==> config.mk <==
export PLATFORM = sky130hd
export DESIGN_NAME = saph_shape_assembler
export DESIGN_NICKNAME = d
export VERILOG_FILES = /design/src/rtl/saph_shape_assembler.sv
export SDC_FILE = /design/constraint.sdc
export NUM_CORES = 1
export LEC_CHECK = 0
export ABC_AREA = 1
export ABC_CLOCK_PERIOD_IN_PS = 2300
export CAP_MARGIN = 20
export CORE_MARGIN = 8
export CORE_UTILIZATION = 49
export CTS_BUF_LIST = sky130_fd_sc_hd__clkbuf_8
export DETAILED_ROUTE_END_ITERATION = 16
export PLACE_DENSITY_LB_ADDON = 0.12
export REMOVE_ABC_BUFFERS = 1
export SYNTH_ARGS = -nofsm -noshare
export SYNTH_HDL_FRONTEND = slang
export SYNTH_SLANG_ARGS = --single-unit
==> constraint.sdc <==
create_clock -name clk -period 2.3 [get_ports clk]
set_input_delay 0.345 -clock clk [delete_from_list [all_inputs] [get_ports clk]]
set_output_delay 0.345 -clock clk [all_outputs]
set_load 0.005 [all_outputs]
==> src/rtl/saph_shape_assembler.sv <==
// saph_shape_assembler
// Gathers single vertices into line, triangle and rectangle primitives and
// hands each finished primitive to the rasterizer shape-input handshake.
// Line and triangle strips reuse the trailing vertices of the previous
// primitive, so only one new vertex is needed per strip primitive.

module saph_shape_assembler #(
  parameter int VW            = 32,
  parameter bit enable_strips = 1'b1
) (
  input  logic                clk,
  input  logic                rst_n,
  input  logic                cmd_valid,
  output logic                cmd_ready,
  input  logic [1:0]          cmd_type,
  input  logic                cmd_strip,
  input  logic [VW-1:0]       cmd_vertex,
  output logic                shp_trig,
  output logic [1:0]          shp_type,
  output logic [3:0][VW-1:0]  shp_vertex,
  input  logic                shp_ready,
  output logic                err_type
);

  localparam logic [1:0] TYPE_LINE = 2'd0;
  localparam logic [1:0] TYPE_TRI  = 2'd1;
  localparam logic [1:0] TYPE_RES  = 2'd3;

  typedef enum logic {
    COLLECT = 1'b0,
    ISSUE   = 1'b1
  } state_t;

  state_t               state;
  logic [2:0][VW-1:0]   vtx;
  logic [1:0]           cnt;
  logic [1:0]           typ;
  logic                 strip;
  logic                 parity;

  logic [1:0]           eff_type;
  logic [1:0]           need;
  logic [1:0]           cnt_inc;
  logic                 completes;
  logic                 reserved;
  logic [2:0][VW-1:0]   vtx_next;

  // Builds the four rasterizer slots; odd strip triangles swap the first two
  // slots so every triangle in a strip keeps the same winding.
  function automatic logic [3:0][VW-1:0] build_slots(
    input logic [2:0][VW-1:0] v,
    input logic [1:0]         t,
    input logic               p
  );
    logic [3:0][VW-1:0] s;
    s    = '0;
    s[0] = v[0];
    s[1] = v[1];
    if (t == TYPE_TRI) begin
      s[2] = v[2];
      if (p) begin
        s[0] = v[1];
        s[1] = v[0];
      end
    end
    return s;
  endfunction

  // Vertices are only taken while collecting and never while reset is held.
  assign cmd_ready = rst_n && (state == COLLECT);

  // Decode the incoming vertex: effective type, completion and the vertex set
  // as it will look once this vertex is stored.
  always_comb begin
    eff_type  = (cnt == 2'd0) ? cmd_type : typ;
    need      = (eff_type == TYPE_TRI) ? 2'd3 : 2'd2;
    cnt_inc   = cnt + 2'd1;
    completes = (cnt_inc == need);
    reserved  = (cnt == 2'd0) && (cmd_type == TYPE_RES);
    vtx_next  = vtx;
    vtx_next[cnt] = cmd_vertex;
  end

  // Collect/issue state machine with registered shape outputs.
  always_ff @(posedge clk or negedge rst_n) begin
    if (!rst_n) begin
      state      <= COLLECT;
      vtx        <= '0;
      cnt        <= 2'd0;
      typ        <= TYPE_LINE;
      strip      <= 1'b0;
      parity     <= 1'b0;
      shp_trig   <= 1'b0;
      shp_type   <= 2'd0;
      shp_vertex <= '0;
      err_type   <= 1'b0;
    end else begin
      err_type <= 1'b0;
      case (state)
        COLLECT: begin
          if (cmd_valid) begin
            if (reserved) begin
              err_type <= 1'b1;
            end else begin
              vtx <= vtx_next;
              cnt <= cnt_inc;
              if (cnt == 2'd0) begin
                typ <= cmd_type;
              end
              if (completes) begin
                state      <= ISSUE;
                strip      <= enable_strips & cmd_strip;
                shp_trig   <= 1'b1;
                shp_type   <= eff_type;
                shp_vertex <= build_slots(vtx_next, eff_type, parity);
              end
            end
          end
        end
        ISSUE: begin
          if (shp_ready) begin
            state      <= COLLECT;
            shp_trig   <= 1'b0;
            shp_type   <= 2'd0;
            shp_vertex <= '0;
            if (strip && (typ == TYPE_LINE)) begin
              vtx[0] <= vtx[1];
              cnt    <= 2'd1;
            end else if (strip && (typ == TYPE_TRI)) begin
              vtx[0] <= vtx[1];
              vtx[1] <= vtx[2];
              cnt    <= 2'd2;
              parity <= ~parity;
            end else begin
              cnt    <= 2'd0;
              parity <= 1'b0;
              strip  <= 1'b0;
            end
          end
        end
        default: state <= COLLECT;
      endcase
    end
  end

endmodule

==> out/qor.csv, run 1 <==
metric,value,unit
mapped cell area,10800,um^2
status,"finished, final reports clean",
Die Area,27050,um^2
Comb power frac,0.548,
cell area after layout,13110,um^2
clk sinks,203,
Root Driver,clkbuf_8,
diode count,0,
Yosys reg bits,203,
Pint,11.07,mW
"count leader, synth",nand2_1,
initial antenna violation count,0,
layout cell share with drive strength beyond 1,0.06164,
Final period util,0.9560,
count of cell types in the netlist,30,
initial DRC count,614,
CTS tree,done,
final setup fails,0,
first-pass GRT wire length,47120,um
worst path cell trace,"dlygate4sd3_1, clkbuf_8, inv_1, nor2_1, clkdlybuf4s50_1",
Hold Slack,403.4,ps
synth cell count leaders,"nand2_1 (472), dfrtp_1 (203), o21ai_0 (163), inv_1 (135), nand3_1 (131)",
mux cell area share after synthesis,0.001853,
PwrDens,1525,nW/um^2
CP Capture Type,primary output,
Worst-Margin Slew,714.2,ps
detailed placement HPWL,17620,um
die height,164.5,um
Syn. warnings,0,
Buffers on Ports,139,
Synth Area in Compound Gates,0.1531,
adder-cell area share of the yosys netlist,0.003475,
share of the synthesized area in the top cell type,0.4702,
Post-DP Area,12410,um^2
Final Net Count,1613,
clk slew on worst S/H paths,60,ps
maxcap violations,0,
initial core utilization,0.4965,
DRC viols,0,
largest family of logic cells by synthesized area,simple AND/OR/NAND/NOR gates,
post-DR vias/cell,5.211,
Max-slew headroom,0.5239,
Peak VDD IR,0.8393,mV
Max clock buf depth,3,
Synth Flop Type,dfrtp_1,
Crit-path slowest cell,dlygate4sd3_1,
startpoint types,input pin,
Critical Path AT,1850,ps
RSZ-0062 raised after global routing,no,
CP required,1960,ps
Ports,172,
minimum clock period,2199,ps
Fmax,454.8,MHz
Clock Skews,16.48,ps
Congestion Overflow GR,0,
via count,9745,
switch share,0.4465,
wire per inst,15.40,um
ys async rst share,1.000,
ANT nets after route,0,
gpl congestion,0.8113,
worst hold path type,input pin to flop,
H-tree depth,2,
Net Switching,8.930,mW
worst-path maximum fanout,3,
Area growth syn-to-layout,21.39,%
CTS Buf Count,38,
die width,164.5,um
ranking of synthesized cells by area,"dfrtp_1 (47%), nand2_1 (16%), o21ai_0 (7.6%)",
total wire length,28790,um
share of power burned in registers,0.295,
DR pass1 iterations,6,
core area,21760,um^2
Post-Synth XOR/XNOR Area,0,
CP max stage delay,630,ps
clock share of power,0.156,
Rows,54,
fin. max-slew vios,0,
later-pin clock latency in the skew report,520,ps
gr usage total,0.2144,
largest net degree at the start of global routing,126,
sequential area share after synthesis,0.4702,
CP Class,input pin to primary output,
Mapped Avg Cell Area,7.379,um^2
final hold violations,0,
Leak,6.558,nW
cell taking the most area after synthesis,dfrtp_1,
Synth Area in Simple Gates,0.2562,
Post-Syn Instances,1464,
vias in the first global route,9279,
"EDFF count, synth",0,
==> power by group through the flow <==
stage               logic [mW]  clock network, mW  registers (mW)
floorplan                 6.25                  0            5.91
global placement          10.8                  0            5.93
detailed placement        11.0                  0            5.95
CTS                       11.0               3.23            5.91
global route              12.4               3.40            6.09
finish                    11.0               3.13            5.91
==> area by class of cell <==
type                            count  area (um^2)
Inverter                          142        539.3
Clock buffer                       43        591.8
Tap cell                          280        350.3
Multi-Input combinational cell   1016         4633
Sequential cell                   203         5081
Clock inverter                     16        67.56
Timing Repair Buffer              170         1851
Fill cell                        2022         8642
==> placed cells by master (no fill, tap or decap), types with 13 or more instances in the layout <==
| master | Yosys | final |
|---|---|---|
| inv_1 | 135 | 148 |
| nand2_1 | 472 | 472 |
| buf_4 | 33 | 13 |
| o21bai_1 | 30 | 30 |
| nand3_1 | 131 | 131 |
| o211ai_1 | 32 | 32 |
| nor2_1 | 67 | 67 |
| buf_12 | 0 | 16 |
| clkbuf_8 | 0 | 44 |
| dfrtp_1 | 203 | 202 |
| o21ai_0 | 163 | 163 |
| conb_1 | 1 | 32 |
| a21oi_1 | 31 | 30 |
| clkdlybuf4s50_1 | 0 | 138 |
| o21ai_1 | 38 | 38 |
==> registers in the layout, indices dropped and copies added, names as in the netlist <==
name,flops
cnt,2
err_type,1
parity,1
shp_trig,1
shp_type,2
shp_vertex,96
state,1
strip,1
typ,2
vtx,96
==> worst paths after layout <==
| kind | from | endpoint | slack [ps] | cells past startpoint |
|---|---|---|---|---|
| max | rst_n | cmd_ready | 100 | 5 |
| min | cmd_valid | err_type | 400 | 3 |
| max reg2reg | cnt[1] | shp_vertex[30] | 250 | 11 |
| min reg2reg | shp_vertex[74] | shp_vertex[74] | 460 | 2 |
| max in group asynchronous | rst_n | vtx[59] | 1130 | 3 |
| min in group asynchronous | rst_n | vtx[64] | 470 | 3 |
==> kinds of logic after synthesis <==
family,count (synthesis)
flops,203
compound gates,298
mux,2
simple gates,681
fa+ha+maj,3
buf+inv,276
other cells,1
==> metal layers <==
layer | global-route usage | vias to the layer above | wire length, um
li1 | - | 4832 | -
met1 | 0.2897 | 4627 | 13340
met2 | 0.3434 | 244 | 13230
met3 | 0.05060 | 42 | 1871
met4 | 0.05160 | 0 | 344
met5 | 0 | - | 0
==> metrics by stage <==
stage	setup TNS, ps	util	power, mW	setup slack, ps	cells
after floorplan	-354540	-	12.15	-3213	1361
after global placement	0	0.5703	16.71	208.8	1809
after detailed placement	0	0.5703	16.91	156.4	1809
after CTS	0	0.6010	20.15	103.1	1869
after global routing	0	0.6028	21.91	80.30	1870
final	0	0.6028	20.00	101.3	1870
==> timing repair <==
action                                 in CTS  in global routing
hold buffers                                1                  0
buffers inserted                            0                  0
endpoints found under the hold margin     125                  0
setup endpoints to repair                   0                  4
gates resized for setup                     0                  1
==> critical path, delay by kind of cell <==
family / cells / cell delay (ps)
buf+inv: 4 / 1410
simple gates: 1 / 110
Power figures use the tool's default switching activity.
==> inputs of run 2 (changes only) <==
ABC_CLOCK_PERIOD_IN_PS = 1800   (was 2300)
HOLD_SLACK_MARGIN = 0.15   (was not set)
clock period = 1.8 ns   (was 2.3 ns; I/O delays follow)
==> out/qor.csv, run 2 (synthesized netlist as in run 1, its figures left out) <==
metric,value,unit
CP Capture Type,flop,
clk slew on worst S/H paths,50,ps
final setup fails,164,
core area,21760,um^2
Critical Path AT,2350,ps
post-DR vias/cell,5.304,
H-tree depth,2,
initial core utilization,0.4965,
clock share of power,0.141,
Buffers on Ports,139,
gpl congestion,0.8232,
CTS tree,done,
Final Net Count,1709,
Fmax,511.3,MHz
met3 routed WL,2765,um
detailed placement HPWL,19350,um
Net Switching,13.66,mW
initial antenna violation count,1,
share of power burned in registers,0.236,
via count,10470,
maxcap violations,0,
Congestion Overflow GR,0,
CP required,2190,ps
CP Class,flop to flop,
Comb power frac,0.623,
gr usage total,0.2318,
layout cell share with drive strength beyond 1,0.1495,
final core occ,0.6842,
R2R cell count,15,
DRC viols,0,
final hold violations,0,
first-pass GRT wire length,50670,um
CTS Buf Count,37,
fin. max-slew vios,0,
status,finished with violations,
minimum clock period,1956,ps
Top Layer Used,met4,
Clock Skews,18.49,ps
Leak,7.462,nW
Rows,54,
Worst-Margin Slew,862.7,ps
vias in the first global route,9876,
wire per inst,17.33,um
Setup WS pre-CTS,-241.8,ps
die height,164.5,um
Die Area,27050,um^2
"most common cell after layout, fill and taps aside",nand2_1,
worst-path maximum fanout,7,
setup TNS,-13830,ps
violated checks,setup timing,
hold path depth,2,
total wire length,34190,um
worst hold path type,input pin to flop,
PwrDens,2130,nW/um^2
Peak VDD IR,1.022,mV
most frequent cells in the layout,"nand2_1 (439), dfrtp_1 (201), inv_1 (144)",
Ports,172,
Pint,18.04,mW
routed wire length on met2,15930,um
setup ws final,-155.8,ps
startpoint types,flop,
Fillers,1822,
clk sinks,203,
largest registers,"shp_vertex: 96 flops, vtx: 96 flops",
initial DRC count,965,
later-pin clock latency in the skew report,520,ps
largest net degree at the start of global routing,159,
die width,164.5,um
DR pass1 iterations,6,
Root Driver,clkbuf_8,
switch share,0.4308,
RSZ-0062 raised after global routing,yes,
ANT nets after route,0,
Max-slew headroom,0.4249,
Final period util,1.087,
M1 WL,14720,um
Max clock buf depth,3,
Area growth syn-to-layout,37.78,%
## run 2: cell types whose count changed in the layout (fill, tap and decap cells not counted), sizes merged
cell / previous run / this run
clkdlybuf4s50: 138 / 137
inv: 153 / 151
clkbuf: 44 / 63
diode: 0 / 1
buf: 30 / 114
bufbuf: 0 / 1
dlygate4sd2: 0 / 1
## run 2: path summary, 6_finish.rpt
kind	start	to	slack, ps
worst min register to register	shp_vertex[73]	shp_vertex[73]	470
min in group asynchronous	rst_n	vtx[1]	580
worst max register to register	cnt[1]	cnt[1]	-160
max in group asynchronous	rst_n	vtx[72]	530
worst min-delay path	shp_ready	state	360
worst max-delay path	cnt[1]	cnt[1]	-160
## run 2: timing repair
item / CTS / global route
pin swaps: 6 / 8
setup buffers: 18 / 9
gates cloned: 9 / 16
endpoints found under the hold margin: 203 / 0
setup endpoints to repair: 184 / 197
resized for setup: 90 / 71
hold buffers: 1 / 0
## run 2: area by class of cell
cell class | count | area (um^2) | share of cell area
sequential | 203 | 5082 | 0.3415
multi-input combinational | 1016 | 4872 | 0.3273
timing repair buffer | 266 | 3258 | 0.2189
clock buffer | 51 | 701.9 | 0.04716
inverter | 142 | 554.3 | 0.03724
tap | 280 | 350.3 | 0.02354
clock inverter | 13 | 51.30 | 0.003447
timing repair inverter | 1 | 11.26 | 0.0007566
antenna | 1 | 2.502 | 0.0001681
## run 2: power groups by stage
stage | Sequential [mW] | Clock (mW) | Combinational [mW]
after floorplan | 7.54 | 0 | 7.92
after global placement | 7.50 | 0 | 15.1
after detailed placement | 7.53 | 0 | 15.3
after CTS | 7.48 | 4.53 | 17.7
after global routing | 7.70 | 4.73 | 21.5
final | 7.49 | 4.46 | 19.7
## run 2: stage by stage
| step | instances | power (mW) | hold slack [ps] | area (um^2) |
|---|---|---|---|---|
| 2_1_floorplan | 1361 | 15.46 | -25.59 | 10210 |
| 5_1_grt | 1973 | 33.94 | 362.1 | 14880 |
| 6_report | 1973 | 31.70 | 361.4 | 14880 |
| 3_3_place_gp | 1855 | 22.55 | 449.0 | 12890 |
| 3_5_place_dp | 1855 | 22.86 | 451.6 | 12890 |
| 4_1_cts | 1947 | 29.70 | 342.6 | 14270 |
## run 2: routing by layer
metal	global-route usage	up-vias
li1	-	5042
met1	0.3099	4935
met2	0.3780	426
met3	0.04362	62
met4	0.06798	0
met5	0	-
## run 2: worst max-delay path: stages (launching register included)
cell      delay (ps)
dfrtp_1          390
inv_2             90
ha_4             190
nand2_2           60
inv_2             80
buf_6            100
nand2_4           50
nand2_4           70
clkinv_4          50
nor2_4           130
buf_6            120
a21oi_4           30
buf_12           160
buf_12           160
o21ai_2           60
o21ai_1           80
==> RTL change, RTL diff (config.mk and constraints of run 2) <==
Reset style: synchronous (`rst_n`), changed in one clocked block.
--- a/src/rtl/saph_shape_assembler.sv
+++ b/src/rtl/saph_shape_assembler.sv
@@ -83,5 +83,5 @@
 
   // Collect/issue state machine with registered shape outputs.
-  always_ff @(posedge clk or negedge rst_n) begin
+  always_ff @(posedge clk) begin
     if (!rst_n) begin
       state      <= COLLECT;
Behaviour: not the same (a bounded check fails within 4 cycles, from zero or initial values and one cycle with rst_n low; the reset may be asserted at any time).
==> RTL change against run 2 <==
  * The flow still finishes with violations (setup timing)
  * Setup slack got worse by 0.0077 ns
  * Sequential cell count stayed put
  * Synthesized area is 4.9% lower
  * Cell area fell by 4.5%
  * Critical path depth shrank 1
  * Routed wire length increased by 4.5%
  * Worst hold slack lost 0.19 ns
  * Die area down 4.4%
  * Highest routed layer unchanged
Power is not compared: it rests on default switching activity, and its combinational part moved more than twofold at a synthesized area within 25%.
==> RTL change: results (changes against run 2) <==
- Share of cells above drive strength 1: 15.0% (+0.093 points)
- Setup-failing EPs final: 97 (-41%)
- Critical path arrival: 2.33 ns (-0.02 ns)
- Drt first pass iters: 9 (+3)
- First-pass GRT wire length: 50000 um (-1.3%)
- Met1 GRT Util: 29.7% (-1.3 points)
- Met2 Use GR: 38.7% (+0.90 points)
- Final net count: 1765 (+3.3%)
- Most used DFF post-synth: dfxtp_1
- Inserted Diodes: 0 (-1)
- M1 WL: 15000 um (+2.2%)
- Avg WL per Cell: 17.7 um (+1.9%)
- Met3 WL: 3070 um (+11%)
- Dominant cells by area after synthesis: dfxtp_1 40%, nand2_1 17%, a21oi_1 9.2%, o21ai_0 8.4%, inv_1 3.9%
- Synth unique cells: 29 (-3.3%)
- GRT Resource Usage Total: 23.2% (about the same)
- Setup ws final: -0.163 ns (-0.00769 ns)
- Post-CTS resize count: 36 (-60%)
- Crit-path max cell delay: 0.35 ns (-0.04 ns)
- Crit Path Max Fanout: 6 (-1)
- Wire length on met2: 16500 um (+3.4%)
- Post-CTS setup buffer count: 8 (-10)
- Failing checks: setup timing
- Largest net degree at the start of global routing: 129 (-19%)
- Crit-path leading delay family: simple AND/OR/NAND/NOR gates
- Async S/R FF share, synth: 0% (-100 points)
- Routed WL: 35700 um (+4.5%)
- Skew final: 0.00974 ns (-0.00875 ns)
- GR Layer Usage met3: 4.71% (+0.35 points)
- Dpl cells: 1918 (+3.4%)
- Iteration-0 DRC count of the detailed router: 876 (-9.2%)
- Synth top cells by count: 452 x nand2_1, 203 x dfxtp_1, 189 x a21oi_1
- Status: finished, violations left
==> RTL change: final cells by class <==
class / count / area (um^2)
tap: 275 / 344
sequential: 203 / 4070
timing repair buffer: 243 / 3010
clock buffer: 47 / 647
inverter: 112 / 450
clock inverter: 17 / 71.3
fill: 1775 / 6600
multi-input combinational: 1126 / 5620
==> RTL change: kinds of logic (layout without fill, tap and decap cells) <==
kind of cell    Yosys count  after routing  share of synthesized area [%]
compound gates          424            424                           21.5
fa+ha+maj                 3              3                          0.365
buf+inv                 269            419                           11.8
flops                   203            203                           39.5
mux                       3              3                          0.292
other cells               1             32                         0.0365
simple gates            664            664                           26.5
==> RTL change: path summary, 6_finish.rpt <==
check                                         start                           to  slack [ns]  depth (start not counted)
worst max-delay path            cnt[0]$_SDFFE_PN0P_  shp_vertex[87]$_SDFFE_PN0P_       -0.16                         14
worst min-delay path                          rst_n  shp_vertex[63]$_SDFFE_PN0P_        0.17                          5
worst max register to register  cnt[0]$_SDFFE_PN0P_  shp_vertex[87]$_SDFFE_PN0P_       -0.16                         14
worst min register to register  vtx[8]$_SDFFE_PN0P_          vtx[8]$_SDFFE_PN0P_        0.45                          2
==> RTL change: power by group <==
| group | internal, mW | switching [mW] |
|---|---|---|
| clock network | 2.33 | 1.94 |
| registers | 4.83 | 0.134 |
| logic | 1.53 | 2.24 |
| total | 8.70 | 4.31 |
==> RTL change: through the flow <==
| step | total power, mW | utilization, % | setup slack, ns |
|---|---|---|---|
| after floorplan | 6.75 | - | -2.69 |
| after global placement | 7.80 | 58.1 | -0.231 |
| after detailed placement | 7.86 | 58.1 | -0.261 |
| after CTS | 12.3 | 63.1 | -0.00704 |
| after global routing | 13.7 | 68.3 | -0.247 |
| final | 13.0 | 68.3 | -0.163 |
